### src/rtl/rvfi_pkg.sv
// rtl/rvfi_pkg.sv - shared RVFI data-memory record types and lane helpers
package rvfi_pkg;

  localparam int XLEN_DEFAULT = 32;

  function automatic int lanes(int xlen);
    return xlen / 8;
  endfunction

  localparam int NLANES = lanes(XLEN_DEFAULT);

  typedef struct packed {
    logic [XLEN_DEFAULT-1:0] addr;
    logic [NLANES-1:0]       rmask;
    logic [NLANES-1:0]       wmask;
    logic [XLEN_DEFAULT-1:0] rdata;
    logic [XLEN_DEFAULT-1:0] wdata;
  } dmem_rec_t;

  // Zero every byte whose lane bit is clear.
  function automatic logic [XLEN_DEFAULT-1:0] mask_lanes(
    input logic [XLEN_DEFAULT-1:0] data,
    input logic [NLANES-1:0]       mask
  );
    logic [XLEN_DEFAULT-1:0] out;
    out = '0;
    for (int i = 0; i < NLANES; i++) begin
      if (mask[i]) out[8*i +: 8] = data[8*i +: 8];
    end
    return out;
  endfunction

endpackage

### src/rtl/rvfi_dmem_tracker_if.sv
// rtl/rvfi_dmem_tracker_if.sv - core data-memory handshake and retire signals
interface rvfi_dmem_tracker_if #(
  parameter int XLEN = 32
);

  logic              mem_valid;
  logic              mem_ready;
  logic [XLEN-1:0]   mem_addr;
  logic [XLEN/8-1:0] mem_rmask;
  logic [XLEN/8-1:0] mem_wmask;
  logic [XLEN-1:0]   mem_wdata;
  logic [XLEN-1:0]   mem_rdata;
  logic              retire_valid;
  logic              retire_has_mem;
  logic              retire_trap;

  modport master (
    output mem_valid, mem_ready, mem_addr, mem_rmask, mem_wmask,
           mem_wdata, mem_rdata, retire_valid, retire_has_mem, retire_trap
  );

  modport slave (
    input mem_valid, mem_ready, mem_addr, mem_rmask, mem_wmask,
          mem_wdata, mem_rdata, retire_valid, retire_has_mem, retire_trap
  );

endinterface

### src/rtl/rvfi_sync_fifo.sv
// rtl/rvfi_sync_fifo.sv - circular FIFO of pending data-memory records
module rvfi_sync_fifo
  import rvfi_pkg::*;
#(
  parameter int DEPTH = 4,
  localparam int AW = $clog2(DEPTH)
) (
  input  logic      clk,
  input  logic      reset,
  input  logic      push,
  input  dmem_rec_t push_data,
  input  logic      pop,
  output dmem_rec_t pop_data,
  output logic      full,
  output logic      empty,
  output logic [AW:0] count
);

  dmem_rec_t     mem [DEPTH];
  logic [AW-1:0] wr_ptr;
  logic [AW-1:0] rd_ptr;
  logic          do_push;
  logic          do_pop;

  assign full     = (count == (AW+1)'(DEPTH));
  assign empty    = (count == '0);
  assign do_pop   = pop && !empty;
  // A pop frees the slot a same-cycle push needs when full.
  assign do_push  = push && (!full || do_pop);
  assign pop_data = mem[rd_ptr];

  always_ff @(posedge clk) begin
    if (do_push) mem[wr_ptr] <= push_data;
  end

  always_ff @(posedge clk or posedge reset) begin
    if (reset) begin
      wr_ptr <= '0;
      rd_ptr <= '0;
      count  <= '0;
    end else begin
      if (do_push) wr_ptr <= wr_ptr + 1'b1;
      if (do_pop)  rd_ptr <= rd_ptr + 1'b1;
      case ({do_push, do_pop})
        2'b10:   count <= count + 1'b1;
        2'b01:   count <= count - 1'b1;
        default: count <= count;
      endcase
    end
  end

endmodule

### src/rtl/rvfi_dmem_tracker.sv
// rtl/rvfi_dmem_tracker.sv - pairs snooped data accesses with retiring instructions for RVFI
module rvfi_dmem_tracker
  import rvfi_pkg::*;
#(
  parameter int XLEN  = XLEN_DEFAULT,
  parameter int DEPTH = 4
) (
  input  logic                clk,
  input  logic                reset,
  rvfi_dmem_tracker_if.slave  bus,
  output logic                rvfi_valid,
  output logic [7:0]          rvfi_order,
  output logic                rvfi_trap,
  output logic [XLEN-1:0]     rvfi_mem_addr,
  output logic [XLEN/8-1:0]   rvfi_mem_rmask,
  output logic [XLEN/8-1:0]   rvfi_mem_wmask,
  output logic [XLEN-1:0]     rvfi_mem_rdata,
  output logic [XLEN-1:0]     rvfi_mem_wdata,
  output logic                err_overflow,
  output logic                err_underflow
);

  localparam int AW = $clog2(DEPTH);

  logic        xfer;
  logic        mem_retire;
  logic        bypass;
  logic        fifo_push;
  logic        fifo_pop;
  logic        fifo_full;
  logic        fifo_empty;
  logic [AW:0] fifo_count;
  logic        unused_fifo_count;
  logic        overflow;
  logic        underflow;
  logic [7:0]  order_cnt;
  dmem_rec_t   cur;
  dmem_rec_t   head;
  dmem_rec_t   report;
  dmem_rec_t   rec_q;

  assign xfer       = bus.mem_valid && bus.mem_ready;
  assign mem_retire = bus.retire_valid && bus.retire_has_mem;
  assign bypass     = mem_retire && fifo_empty && xfer;
  assign fifo_pop   = mem_retire && !fifo_empty;
  assign fifo_push  = xfer && !bypass;
  assign overflow   = fifo_push && fifo_full && !fifo_pop;
  // A trapped access has no architectural effect, so a missing one is not an error.
  assign underflow  = mem_retire && fifo_empty && !xfer && !bus.retire_trap;
  assign unused_fifo_count = ^fifo_count;

  always_comb begin
    cur       = '0;
    cur.addr  = bus.mem_addr & ~(XLEN'(XLEN/8 - 1));
    cur.rmask = bus.mem_rmask;
    cur.wmask = bus.mem_wmask;
    cur.rdata = mask_lanes(bus.mem_rdata, bus.mem_rmask);
    cur.wdata = mask_lanes(bus.mem_wdata, bus.mem_wmask);
  end

  rvfi_sync_fifo #(
    .DEPTH (DEPTH)
  ) u_fifo (
    .clk       (clk),
    .reset     (reset),
    .push      (fifo_push),
    .push_data (cur),
    .pop       (fifo_pop),
    .pop_data  (head),
    .full      (fifo_full),
    .empty     (fifo_empty),
    .count     (fifo_count)
  );

  always_comb begin
    report = '0;
    if (mem_retire) begin
      if (!fifo_empty) report = head;
      else if (xfer)   report = cur;
      if (bus.retire_trap) begin
        report.rmask = '0;
        report.wmask = '0;
        report.rdata = '0;
        report.wdata = '0;
      end
    end
  end

  always_ff @(posedge clk or posedge reset) begin
    if (reset) begin
      rvfi_valid    <= 1'b0;
      rvfi_order    <= '0;
      rvfi_trap     <= 1'b0;
      rec_q         <= '0;
      order_cnt     <= '0;
      err_overflow  <= 1'b0;
      err_underflow <= 1'b0;
    end else begin
      rvfi_valid <= bus.retire_valid;
      rvfi_order <= bus.retire_valid ? order_cnt : 8'd0;
      rvfi_trap  <= bus.retire_valid && bus.retire_trap;
      rec_q      <= report;
      if (bus.retire_valid) order_cnt <= order_cnt + 8'd1;
      if (overflow)  err_overflow  <= 1'b1;
      if (underflow) err_underflow <= 1'b1;
    end
  end

  assign rvfi_mem_addr  = rec_q.addr;
  assign rvfi_mem_rmask = rec_q.rmask;
  assign rvfi_mem_wmask = rec_q.wmask;
  assign rvfi_mem_rdata = rec_q.rdata;
  assign rvfi_mem_wdata = rec_q.wdata;

endmodule

### src/flat_wrapper.sv
// flat-port wrapper written by rule: the top's interface ports become plain ports
module rvfi_dmem_tracker_flat import rvfi_pkg::*;
#(
  parameter int XLEN  = XLEN_DEFAULT,
  parameter int DEPTH = 4
)
  (clk, reset, rvfi_valid, rvfi_order, rvfi_trap, rvfi_mem_addr, rvfi_mem_rmask, rvfi_mem_wmask, rvfi_mem_rdata, rvfi_mem_wdata, err_overflow, err_underflow, bus_mem_valid, bus_mem_ready, bus_mem_addr, bus_mem_rmask, bus_mem_wmask, bus_mem_wdata, bus_mem_rdata, bus_retire_valid, bus_retire_has_mem, bus_retire_trap);
  rvfi_dmem_tracker_if #(.XLEN(XLEN)) bus_i ();
  input  logic clk;
  input  logic reset;
  output logic rvfi_valid;
  output logic [7:0] rvfi_order;
  output logic rvfi_trap;
  output logic [XLEN-1:0] rvfi_mem_addr;
  output logic [XLEN/8-1:0] rvfi_mem_rmask;
  output logic [XLEN/8-1:0] rvfi_mem_wmask;
  output logic [XLEN-1:0] rvfi_mem_rdata;
  output logic [XLEN-1:0] rvfi_mem_wdata;
  output logic err_overflow;
  output logic err_underflow;
  input wire logic [$bits(bus_i.mem_valid)-1:0] bus_mem_valid;
  input wire logic [$bits(bus_i.mem_ready)-1:0] bus_mem_ready;
  input wire logic [$bits(bus_i.mem_addr)-1:0] bus_mem_addr;
  input wire logic [$bits(bus_i.mem_rmask)-1:0] bus_mem_rmask;
  input wire logic [$bits(bus_i.mem_wmask)-1:0] bus_mem_wmask;
  input wire logic [$bits(bus_i.mem_wdata)-1:0] bus_mem_wdata;
  input wire logic [$bits(bus_i.mem_rdata)-1:0] bus_mem_rdata;
  input wire logic [$bits(bus_i.retire_valid)-1:0] bus_retire_valid;
  input wire logic [$bits(bus_i.retire_has_mem)-1:0] bus_retire_has_mem;
  input wire logic [$bits(bus_i.retire_trap)-1:0] bus_retire_trap;
  assign bus_i.mem_valid = bus_mem_valid;
  assign bus_i.mem_ready = bus_mem_ready;
  assign bus_i.mem_addr = bus_mem_addr;
  assign bus_i.mem_rmask = bus_mem_rmask;
  assign bus_i.mem_wmask = bus_mem_wmask;
  assign bus_i.mem_wdata = bus_mem_wdata;
  assign bus_i.mem_rdata = bus_mem_rdata;
  assign bus_i.retire_valid = bus_retire_valid;
  assign bus_i.retire_has_mem = bus_retire_has_mem;
  assign bus_i.retire_trap = bus_retire_trap;
  rvfi_dmem_tracker #(.XLEN(XLEN), .DEPTH(DEPTH)) u_core (.clk(clk), .reset(reset), .bus(bus_i), .rvfi_valid(rvfi_valid), .rvfi_order(rvfi_order), .rvfi_trap(rvfi_trap), .rvfi_mem_addr(rvfi_mem_addr), .rvfi_mem_rmask(rvfi_mem_rmask), .rvfi_mem_wmask(rvfi_mem_wmask), .rvfi_mem_rdata(rvfi_mem_rdata), .rvfi_mem_wdata(rvfi_mem_wdata), .err_overflow(err_overflow), .err_underflow(err_underflow));
endmodule
### config.mk
export PLATFORM = sky130hd
export DESIGN_NAME = rvfi_dmem_tracker_flat
export DESIGN_NICKNAME = d
export VERILOG_FILES = /design/src/rtl/rvfi_pkg.sv /design/src/rtl/rvfi_dmem_tracker_if.sv /design/src/rtl/rvfi_sync_fifo.sv /design/src/rtl/rvfi_dmem_tracker.sv /design/src/flat_wrapper.sv
export SDC_FILE = /design/constraint.sdc
export NUM_CORES = 1
export LEC_CHECK = 0
export BUFFER_PORTS_ARGS = -buffer_cell sky130_fd_sc_hd__buf_2
export CAP_MARGIN = 20
export CORE_ASPECT_RATIO = 0.7
export CORE_MARGIN = 5
export CORE_UTILIZATION = 50
export CTS_CLUSTER_DIAMETER = 200
export DETAILED_ROUTE_END_ITERATION = 12
export PLACE_DENSITY = 0.71
export SLEW_MARGIN = 20
export SYNTH_ARGS = -nofsm -noshare
export SYNTH_HDL_FRONTEND = slang
export SYNTH_SLANG_ARGS = --single-unit
### constraint.sdc
create_clock -name clk -period 7.7 [get_ports clk]
set_clock_uncertainty 0.05 [all_clocks]
set_input_delay 1.54 -clock clk [delete_from_list [all_inputs] [get_ports clk]]
set_output_delay 1.54 -clock clk [all_outputs]
set_load 0.02 [all_outputs]
* After elaboration in Yosys (flattened, before gate mapping)
Memories as Yosys holds them, arrays and structs flattened.
Index checks and enable logic that the tools add are counted.
** Storage, ports and cells
- Memories :: 1
- Memory bits (writable) :: 408
- Flip-flop bits (word level) :: 131
- Logic and storage cells :: 61
** Operators by class
- Mux-type cells :: 16
- Reduce and logical (&&, ||, !) cells :: 22
- Add/sub/neg operators :: 5
- Equality and inequality tests :: 3
** Memories
- u_core.u_fifo.mem :: depth 4, width 102, read ports 1, clocked after Yosys merged registers in 0, wr ports 1, line rvfi_sync_fifo.sv:19 : dmem_rec_t mem [DEPTH];
** Operators by type and width (count)
- $mux W104 :: 3
- $mux W72 :: 1
- $mux W8 :: 9
- $logic_and A1 B1 Y1 :: 13
- $add A8 B1 Y8 const B :: 1
- $logic_not A1 Y1 :: 6
- $pmux W3 S2 :: 1
- $add A2 B1 Y2 const B :: 2
- $add A3 B1 Y3 const B :: 1
- $eq A3 B3 Y1 const B :: 1
- $logic_not A3 Y1 :: 1
- $sub A3 B1 Y3 const B :: 1
- $eq A2 B1 Y1 const B :: 1
- $eq A2 B2 Y1 const B :: 1
- $mux W1 :: 2
- $reduce_bool A2 Y1 :: 1
- $logic_or A1 B1 Y1 :: 1

* Longest topological paths before layout
Gate-level depths: netlist of the first run.
- Word-level depth :: 8
- Mapped depth :: 8

* Hierarchy
A second synthesis of the first run with hierarchy kept.
** Unflattened totals
- Cells, all modules :: 1025
- Area total of the unflattened synthesis :: 20505.9 um^2
** Modules (own cells, without submodules)
- rvfi_sync_fifo :: times used 1, sequential area each 12667.1 um^2, area each 15419.8 um^2, cells an instance 583
- rvfi_dmem_tracker :: times used 1, sequential area each 3103.0 um^2, area each 5086.1 um^2, cells an instance 442

* Worst setup path after synthesis of the first run
OpenSTA, ideal clock, no wires.
- Kind :: input to register
- Start :: input port bus_retire_has_mem
- End :: memory u_core.u_fifo.mem[0][0] (netlist name), enable pin
- Data required time :: 7.178 ns
- Slack :: 2.511 ns
- Stages on the path :: 5
- Library setup time :: 0.472 ns
- Data arrival time :: 4.667 ns
- Cell sequence :: and2_1 -> buf_4 -> xnor2_1 -> o311a_4 -> and2_1
** On the way
- Word-level cells in the longest chain between the ends :: 8
- Elaborated cells between the ends (all ways) :: 11
- Those cells by class :: mux (2); reduce/logical (9)
** Ends and longest elaborated chain
- from (decl) :: line flat_wrapper.sv:29 : input wire logic [$bits(bus_i.retire_has_mem)-1:0] bus_retire_has_mem;
- $logic_and A1 B1 Y1 * :: line rvfi_dmem_tracker.sv:43 : assign mem_retire = bus.retire_valid && bus.retire_has_mem;
- $logic_and A1 B1 Y1 (2 in a row) :: line rvfi_dmem_tracker.sv:44 : assign bypass = mem_retire && fifo_empty && xfer;
- $logic_not A1 Y1 :: line rvfi_dmem_tracker.sv:46 : assign fifo_push = xfer && !bypass;
- $logic_and A1 B1 Y1 :: line rvfi_dmem_tracker.sv:46
- $logic_and A1 B1 Y1 * :: line rvfi_sync_fifo.sv:29 : assign do_push = push && (!full || do_pop);
- $mux W1 * :: line rvfi_sync_fifo.sv:33 : if (do_push) mem[wr_ptr] <= push_data;
- $mux W1 (not written as such) * :: line rvfi_sync_fifo.sv:33
- to (decl) :: line rvfi_sync_fifo.sv:19
Mark *: on every way between the ends. The rest lies on a longest branch, timed or not.

* Final worst setup path of the first run
- Start :: input port bus_retire_valid
- End :: memory u_core.u_fifo.mem[0][74] (netlist name), enable pin
** On the way
- Word-level cells in the longest chain between the ends :: 8
- Elaborated cells between the ends (all ways) :: 11
- Those cells by class :: mux (2); reduce/logical (9)
** Ends and longest elaborated chain
- from (decl) :: line flat_wrapper.sv:28 : input wire logic [$bits(bus_i.retire_valid)-1:0] bus_retire_valid;
- $logic_and A1 B1 Y1 * :: line rvfi_dmem_tracker.sv:43
- $logic_and A1 B1 Y1 (2 in a row) :: line rvfi_dmem_tracker.sv:44
- $logic_not A1 Y1 :: line rvfi_dmem_tracker.sv:46
- $logic_and A1 B1 Y1 :: line rvfi_dmem_tracker.sv:46
- $logic_and A1 B1 Y1 * :: line rvfi_sync_fifo.sv:29
- $mux W1 * :: line rvfi_sync_fifo.sv:33
- $mux W1 (not written as such) * :: line rvfi_sync_fifo.sv:33
Marks and branches as above.

==> flow_summary.json, run 1 <==
{
  "cp-end-kind": "register",
  "timing.critical_path.slowest_cell_delay_ns": 0.81,
  "worstMarginPinSlew_ns": 1.09,
  "cts_tree": "done",
  "hp-start": "u_core.err_overflow",
  "die_y_microns": 177,
  "reg2reg_to": "u_core.u_fifo.mem[0][74]",
  "cts_setup_buffers": 0,
  "cts_buffer_depth": 3,
  "path_max_fanout": 62,
  "layout_common_cells": "edfxtp_1, buf_2, dfrtp_1, mux4_2, and2_1",
  "maxSlewViolCount": 0,
  "hold_depth": 1,
  "ir_drop_v": 0.000202,
  "drive_gt1_share_pct": 35.4,
  "synth-seq-area-share_pct": 77.7,
  "cts_resized": 0,
  "critPathRequiredTime_ns": 7.85,
  "grt_pass1_vias": 10500,
  "final_common_cell": "edfxtp_1",
  "final_cells": 1743,
  "clock_latency_ns": 0.56,
  "htreeDepth": 2,
  "grt_pass1_wl_microns": 64200,
  "die_area_sq_um": 44000,
  "drc": 0,
  "regArea_sq_um": 15500,
  "outcome": "completed",
  "multi_input_comb_area_sq_um": 4160,
  "wire_per_inst_microns": 23.5,
  "wl_met2_microns": 19900,
  "synth-xor-area-share_pct": 0.527,
  "cts_hold_buf": 0,
  "synth_simple_gate_area_share_pct": 3.15,
  "fp.dieW_microns": 249,
  "cts_root_buf": "clkbuf_16",
  "maxCapViolCount": 0,
  "pin_count": 227,
  "reg2reg_depth": 4,
  "rsz0062_at_grt": "false",
  "synth_mux_area_share_pct": 11.7,
  "p_leak_nw": 8.73,
  "synthToLayoutAreaGrowth_pct": 16.4,
  "ant_nets": 0,
  "setup_violations": 0,
  "synth_compound_area_share_pct": 5.01,
  "num_rows": 61,
  "hold_violations": 0,
  "drt_iter0_markers": 771,
  "tns_ns": 0,
  "drt_wl_total_microns": 40900,
  "synthCells": 931,
  "hp-class": "register to register",
  "rr_startpoint": "u_core.u_fifo.count[2]",
  "dp_hpwl_microns": 22600,
  "synth_top_family_by_area": "multiplexers",
  "syn_area_per_cell_sq_um": 21.4,
  "ys_ff_latch": 537,
  "grt_max_degree": 83,
  "crit_top_cell": "buf_4",
  "fin_nets": 1284,
  "numCtsBuffers": 49,
  "dp.cells": 1650,
  "powerDensity_nw_per_um2": 332,
  "wl_met3_microns": 2600,
  "highest_layer": "met5",
  "critPathKind": "input port to register",
  "gp_congestion": 0.741,
  "synth_adder_area_share_pct": 0.414,
  "drtPass1Iterations": 5,
  "fp.coreArea_sq_um": 39500,
  "syn-cell-area_sq_um": 19900,
  "met1_length_microns": 17800,
  "fillers": 2935,
  "cpMaxStageDelayCell": "and2_4",
  "via_per_inst": 5.68,
  "period_share_pct": 55.6,
  "start_kind": "input port",
  "ys_types": 34,
  "yosysWarningCount": 0,
  "cts.sinks": 537,
  "initial_utilization_pct": 50.4,
  "vias": 9896,
  "grt_usage_pct": 18.8,
  "fin_crit_ns": 4.28,
  "cts.clk_slew.worst_paths_ns": 0.06,
  "relSlewSlack_pct": 27.2,
  "max_freq_mhz": 234,
  "path_cells": "buf_2, and2_1, buf_4, xnor2_1, o311a_4, and2_4, buf_4",
  "antenna_found_initial": 4,
  "arrival_ns": 4.42,
  "hold-path-endpoint": "u_core.err_overflow",
  "port_buffers": 222,
  "grt_overflow": 0,
  "reg2reg_slack_ns": 4.70
}
power by group:
part / leakage (nW) / internal, W / switching [W]
combinational: 2.47 / 0.000743 / 0.000818
sequential: 5.47 / 0.00350 / 0.000205
clock: 0.784 / 0.00141 / 0.00102
cell type report:
class	count	share of cell area [%]
flip-flops and latches	537	66.8
multi-input cells	338	17.9
clock buffers	71	6.08
repair buffers	236	5.30
well taps	535	2.89
clock inverters	20	0.917
inverters	5	0.102
diodes	1	0.0108
state kept, by name, summed over array words and instances, names as in the netlist:
signal / cells
u_core.err_overflow: 1
u_core.err_underflow: 1
u_core.order_cnt: 8
u_core.rvfi_mem_addr: 30
u_core.rvfi_mem_rdata: 32
u_core.rvfi_mem_rmask: 4
u_core.rvfi_mem_wdata: 32
u_core.rvfi_mem_wmask: 4
u_core.rvfi_order: 8
u_core.rvfi_trap: 1
u_core.rvfi_valid: 1
u_core.u_fifo.count: 3
u_core.u_fifo.mem: 408
u_core.u_fifo.rd_ptr: 2
u_core.u_fifo.wr_ptr: 2
worst max-delay path: cells and delay by family:
family / cells / cell delay [ns]
buf+inv: 3 / 1.28
simple gates: 2 / 0.97
compound gates: 1 / 0.25
xor+xnor: 1 / 0.24
stage by stage:
stage               util [%]  setup slack (ns)  power [W]  hold slack, ns  cell area (sq um)
floorplan                  -              2.51    0.00489           0.388              19900
global placement        54.5              2.82    0.00531           0.404              21600
detailed placement      54.5              2.80    0.00534           0.407              21600
CTS                     58.6              3.41    0.00779           0.422              23200
global route            58.7              3.22    0.00806           0.433              23200
finish                  58.7              3.42    0.00770           0.423              23200
metal layers:
| layer | track usage (%) | vias to the layer above |
|---|---|---|
| met1 | 27.2 | 5252 |
| met4 | 3.45 | 2 |
| met3 | 3.98 | 51 |
| met2 | 30.4 | 331 |
| met5 | 0 | - |
| li1 | - | 4260 |
logic make-up (layout without fill, tap and decap cells):
group / Yosys count / in the layout
multiplexers: 104 / 104
flip-flops: 537 / 537
adder cells (fa/ha/maj): 6 / 6
AO/OA/AOI/OAI: 109 / 109
buffers and inverters: 57 / 332
other: 1 / 3
XOR/XNOR: 12 / 12
AND/OR/NAND/NOR: 105 / 105
how the worst max path moves through the flow:
stage | end | slack [ns] | from | depth (start not counted)
final | u_core.u_fifo.mem[0][74] | 3.42 | bus_retire_valid | 7
after global routing | u_core.u_fifo.mem[0][74] | 3.22 | bus_retire_valid | 7
after detailed placement | u_core.u_fifo.mem[0][10] | 2.80 | bus_retire_valid | 7
after CTS | u_core.u_fifo.mem[0][10] | 3.41 | bus_retire_valid | 7
after global placement | u_core.u_fifo.mem[0][10] | 2.82 | bus_retire_valid | 7
after floorplan | u_core.u_fifo.mem[0][0] | 2.51 | bus_retire_has_mem | 5
cell usage after synthesis:
library cell | number | area (sq um)
edfxtp_1 | 408 | 12300
dfrtp_1 | 129 | 3230
mux4_2 | 102 | 2300
and2_1 | 78 | 488
a22o_1 | 72 | 631
a32o_1 | 30 | 300
clkbuf_1 | 22 | 82.6
buf_2 | 17 | 85.1
buf_6 | 8 | 90.1
xnor2_1 | 8 | 70.1
nand2_1 | 7 | 26.3
nor2_1 | 7 | 26.3
ha_1 | 5 | 62.6
inv_1 | 5 | 18.8
nand3_1 | 5 | 25.0
buf_4 | 4 | 30.0
xor2_1 | 4 | 35.0
a31o_2 | 2 | 17.5
nor3_2 | 2 | 20.0
or4_1 | 2 | 15.0
a211oi_1 | 1 | 7.51
and2_4 | 1 | 8.76
and3_1 | 1 | 6.26
buf_1 | 1 | 3.75
conb_1 | 1 | 3.75
fa_1 | 1 | 20.0
mux2_2 | 1 | 11.3
mux2_4 | 1 | 15.0
nand4_1 | 1 | 6.26
nor3_1 | 1 | 5.00
o211ai_1 | 1 | 7.51
o21ai_0 | 1 | 5.00
o311a_4 | 1 | 21.3
o311ai_0 | 1 | 8.76
(Power assumes the default switching activity.)
==> run 2: changes to the inputs <==
Clock period 7.7 ns to 4.3 ns, I/O delays scaled along.
==> run 2 against run 1 <==
  * Worst setup slack worse by 1.7 ns
  * Cell count is 0.46% higher
  * Worst hold slack worse by 0.061 ns
  * First-iteration DRC count is 6.0% higher
  * Cell area is 0.58% higher
  * Critical path type unchanged
  * Largest power group unchanged
==> flow_summary.json, run 2 (same netlist as run 1, synthesis figures left out) <==
{
  "ant_nets": 0,
  "drc": 0,
  "clkPwrFrac_pct": 31.4,
  "port_buffers": 222,
  "switching_share_pct": 26.7,
  "rr_startpoint": "u_core.u_fifo.count[1]",
  "hold_violations": 0,
  "critPathRequiredTime_ns": 4.47,
  "fp.dieW_microns": 249,
  "place_area_sq_um": 21700,
  "hp-class": "input port to async pin",
  "grt_pass1_vias": 10600,
  "wire_per_inst_microns": 23.8,
  "reg2reg_depth": 5,
  "cts_resized": 0,
  "cts_hold_buf": 0,
  "drt_iter0_markers": 817,
  "grtUsageMet3_pct": 3.42,
  "path_max_fanout": 31,
  "cts_root_buf": "clkbuf_16",
  "grt_max_degree": 73,
  "cts_setup_buffers": 0,
  "vias": 10000,
  "tns_ns": 0,
  "post-route-util_pct": 59.0,
  "seq_power_share_pct": 48.4,
  "drt_wl_total_microns": 41600,
  "num_rows": 61,
  "maxSlewViolCount": 0,
  "die_area_sq_um": 44000,
  "fin_area_sq_um": 23300,
  "grt_overflow": 0,
  "synthToLayoutAreaGrowth_pct": 17.1,
  "relSlewSlack_pct": 38.1,
  "start_kind": "input port",
  "cts.clk_slew.worst_paths_ns": 0.06,
  "finalHoldWorstSlack_ns": 0.363,
  "finalPower_w": 0.0138,
  "crit_start": "bus_retire_valid",
  "top_usage_layer": "met2",
  "power.switching_w": 0.00369,
  "p_leak_nw": 8.80,
  "final_common_cell": "edfxtp_1",
  "largest_reg_flops": 408,
  "antenna_found_initial": 2,
  "cp-end-kind": "register",
  "drtPass1Iterations": 5,
  "gp_congestion": 0.751,
  "outcome": "completed",
  "pin_count": 227,
  "cts.sinks": 537,
  "arrival_ns": 2.73,
  "cts_tree": "done",
  "power.internal_w": 0.0101,
  "fp.coreArea_sq_um": 39500,
  "cts_buffer_depth": 3,
  "max_freq_mhz": 390,
  "regMostFlops": "u_core.u_fifo.mem",
  "dp_hpwl_microns": 23600,
  "powerDensity_nw_per_um2": 592,
  "worstMarginPinSlew_ns": 0.929,
  "htreeDepth": 2,
  "clock_latency_ns": 0.56,
  "initial_utilization_pct": 50.4,
  "grt_usage_pct": 18.8,
  "critPathKind": "input port to register",
  "setup_violations": 0,
  "numCtsBuffers": 48,
  "layout_common_cells": "edfxtp_1, buf_2, dfrtp_1, mux4_2, and2_1",
  "drive_gt1_share_pct": 36.0,
  "fin_crit_ns": 2.56,
  "grtUsageMet2_pct": 30.6,
  "maxCapViolCount": 0,
  "grt_pass1_wl_microns": 64500,
  "period_share_pct": 59.6,
  "fin_nets": 1292,
  "combPwrFrac_pct": 20.2,
  "reg2reg_slack_ns": 1.80,
  "grt_use_met1_pct": 27.4,
  "die_y_microns": 177,
  "via_per_inst": 5.71,
  "rsz0062_at_grt": "false",
  "ir_drop_v": 0.000403,
  "reg2reg_to": "u_core.rvfi_mem_wmask[1]"
}
-- run 2: changes by cell type in the layout (fill, tap and decap cells not counted) --
cell | previous run | this run
clkbuf_1 | 14 | 12
clkbuf_16 | 51 | 49
buf_12 | 1 | 9
clkinv_1 | 4 | 3
clkinvlp_4 | 4 | 3
clkinv_2 | 6 | 14
clkbuf_8 | 6 | 2
inv_6 | 3 | 2
bufinv_16 | 4 | 6
buf_4 | 13 | 14
-- run 2: critical path: stages --
cell and delay, ns:
buf_2 0.18, and2_1 0.19, xnor2_1 0.29, o311a_4 0.27
and2_4 0.49, buf_4 0.42
-- run 2: final cells by class --
cell class | instances | area [sq um]
Multi-Input combinational cell | 338 | 4160
Clock inverter | 27 | 294
Sequential cell | 537 | 15500
Timing Repair Buffer | 245 | 1400
Tap cell | 535 | 669
Inverter | 5 | 22.5
Clock buffer | 63 | 1300
Fill cell | 2927 | 16200
Antenna cell | 1 | 2.50
-- run 2: power by group through the flow --
stage / sequential [W] / combinational [W] / clock (W)
2_1_floorplan: 0.00675 / 0.00199 / 0
3_3_place_gp: 0.00677 / 0.00281 / 0
3_5_place_dp: 0.00680 / 0.00283 / 0
4_1_cts: 0.00670 / 0.00285 / 0.00445
5_1_grt: 0.00676 / 0.00302 / 0.00468
6_report: 0.00668 / 0.00280 / 0.00434
-- run 2: how the worst max path moves through the flow --
| stage | to | slack [ns] | depth (start not counted) |
|---|---|---|---|
| after floorplan | u_core.u_fifo.mem[0][0] | 0.92 | 5 |
| after global placement | u_core.u_fifo.mem[0][45] | 1.14 | 6 |
| after detailed placement | u_core.u_fifo.mem[0][45] | 1.13 | 6 |
| after CTS | u_core.u_fifo.mem[0][49] | 1.72 | 6 |
| after global routing | u_core.rvfi_mem_wdata[19] | 1.62 | 5 |
| final | u_core.u_fifo.mem[0][49] | 1.74 | 6 |
-- run 2: layer usage --
metal	vias to the layer above	routed length [microns]
met5	-	0
met4	0	801
met3	72	2470
met2	353	20100
met1	5295	18200
li1	4281	-
-- run 2: per-stage QoR --
stage	setup slack (ns)	instances
4_1_cts	1.72	1750
6_report	1.74	1751
3_5_place_dp	1.13	1660
3_3_place_gp	1.14	1660
2_1_floorplan	0.916	932
5_1_grt	1.62	1750
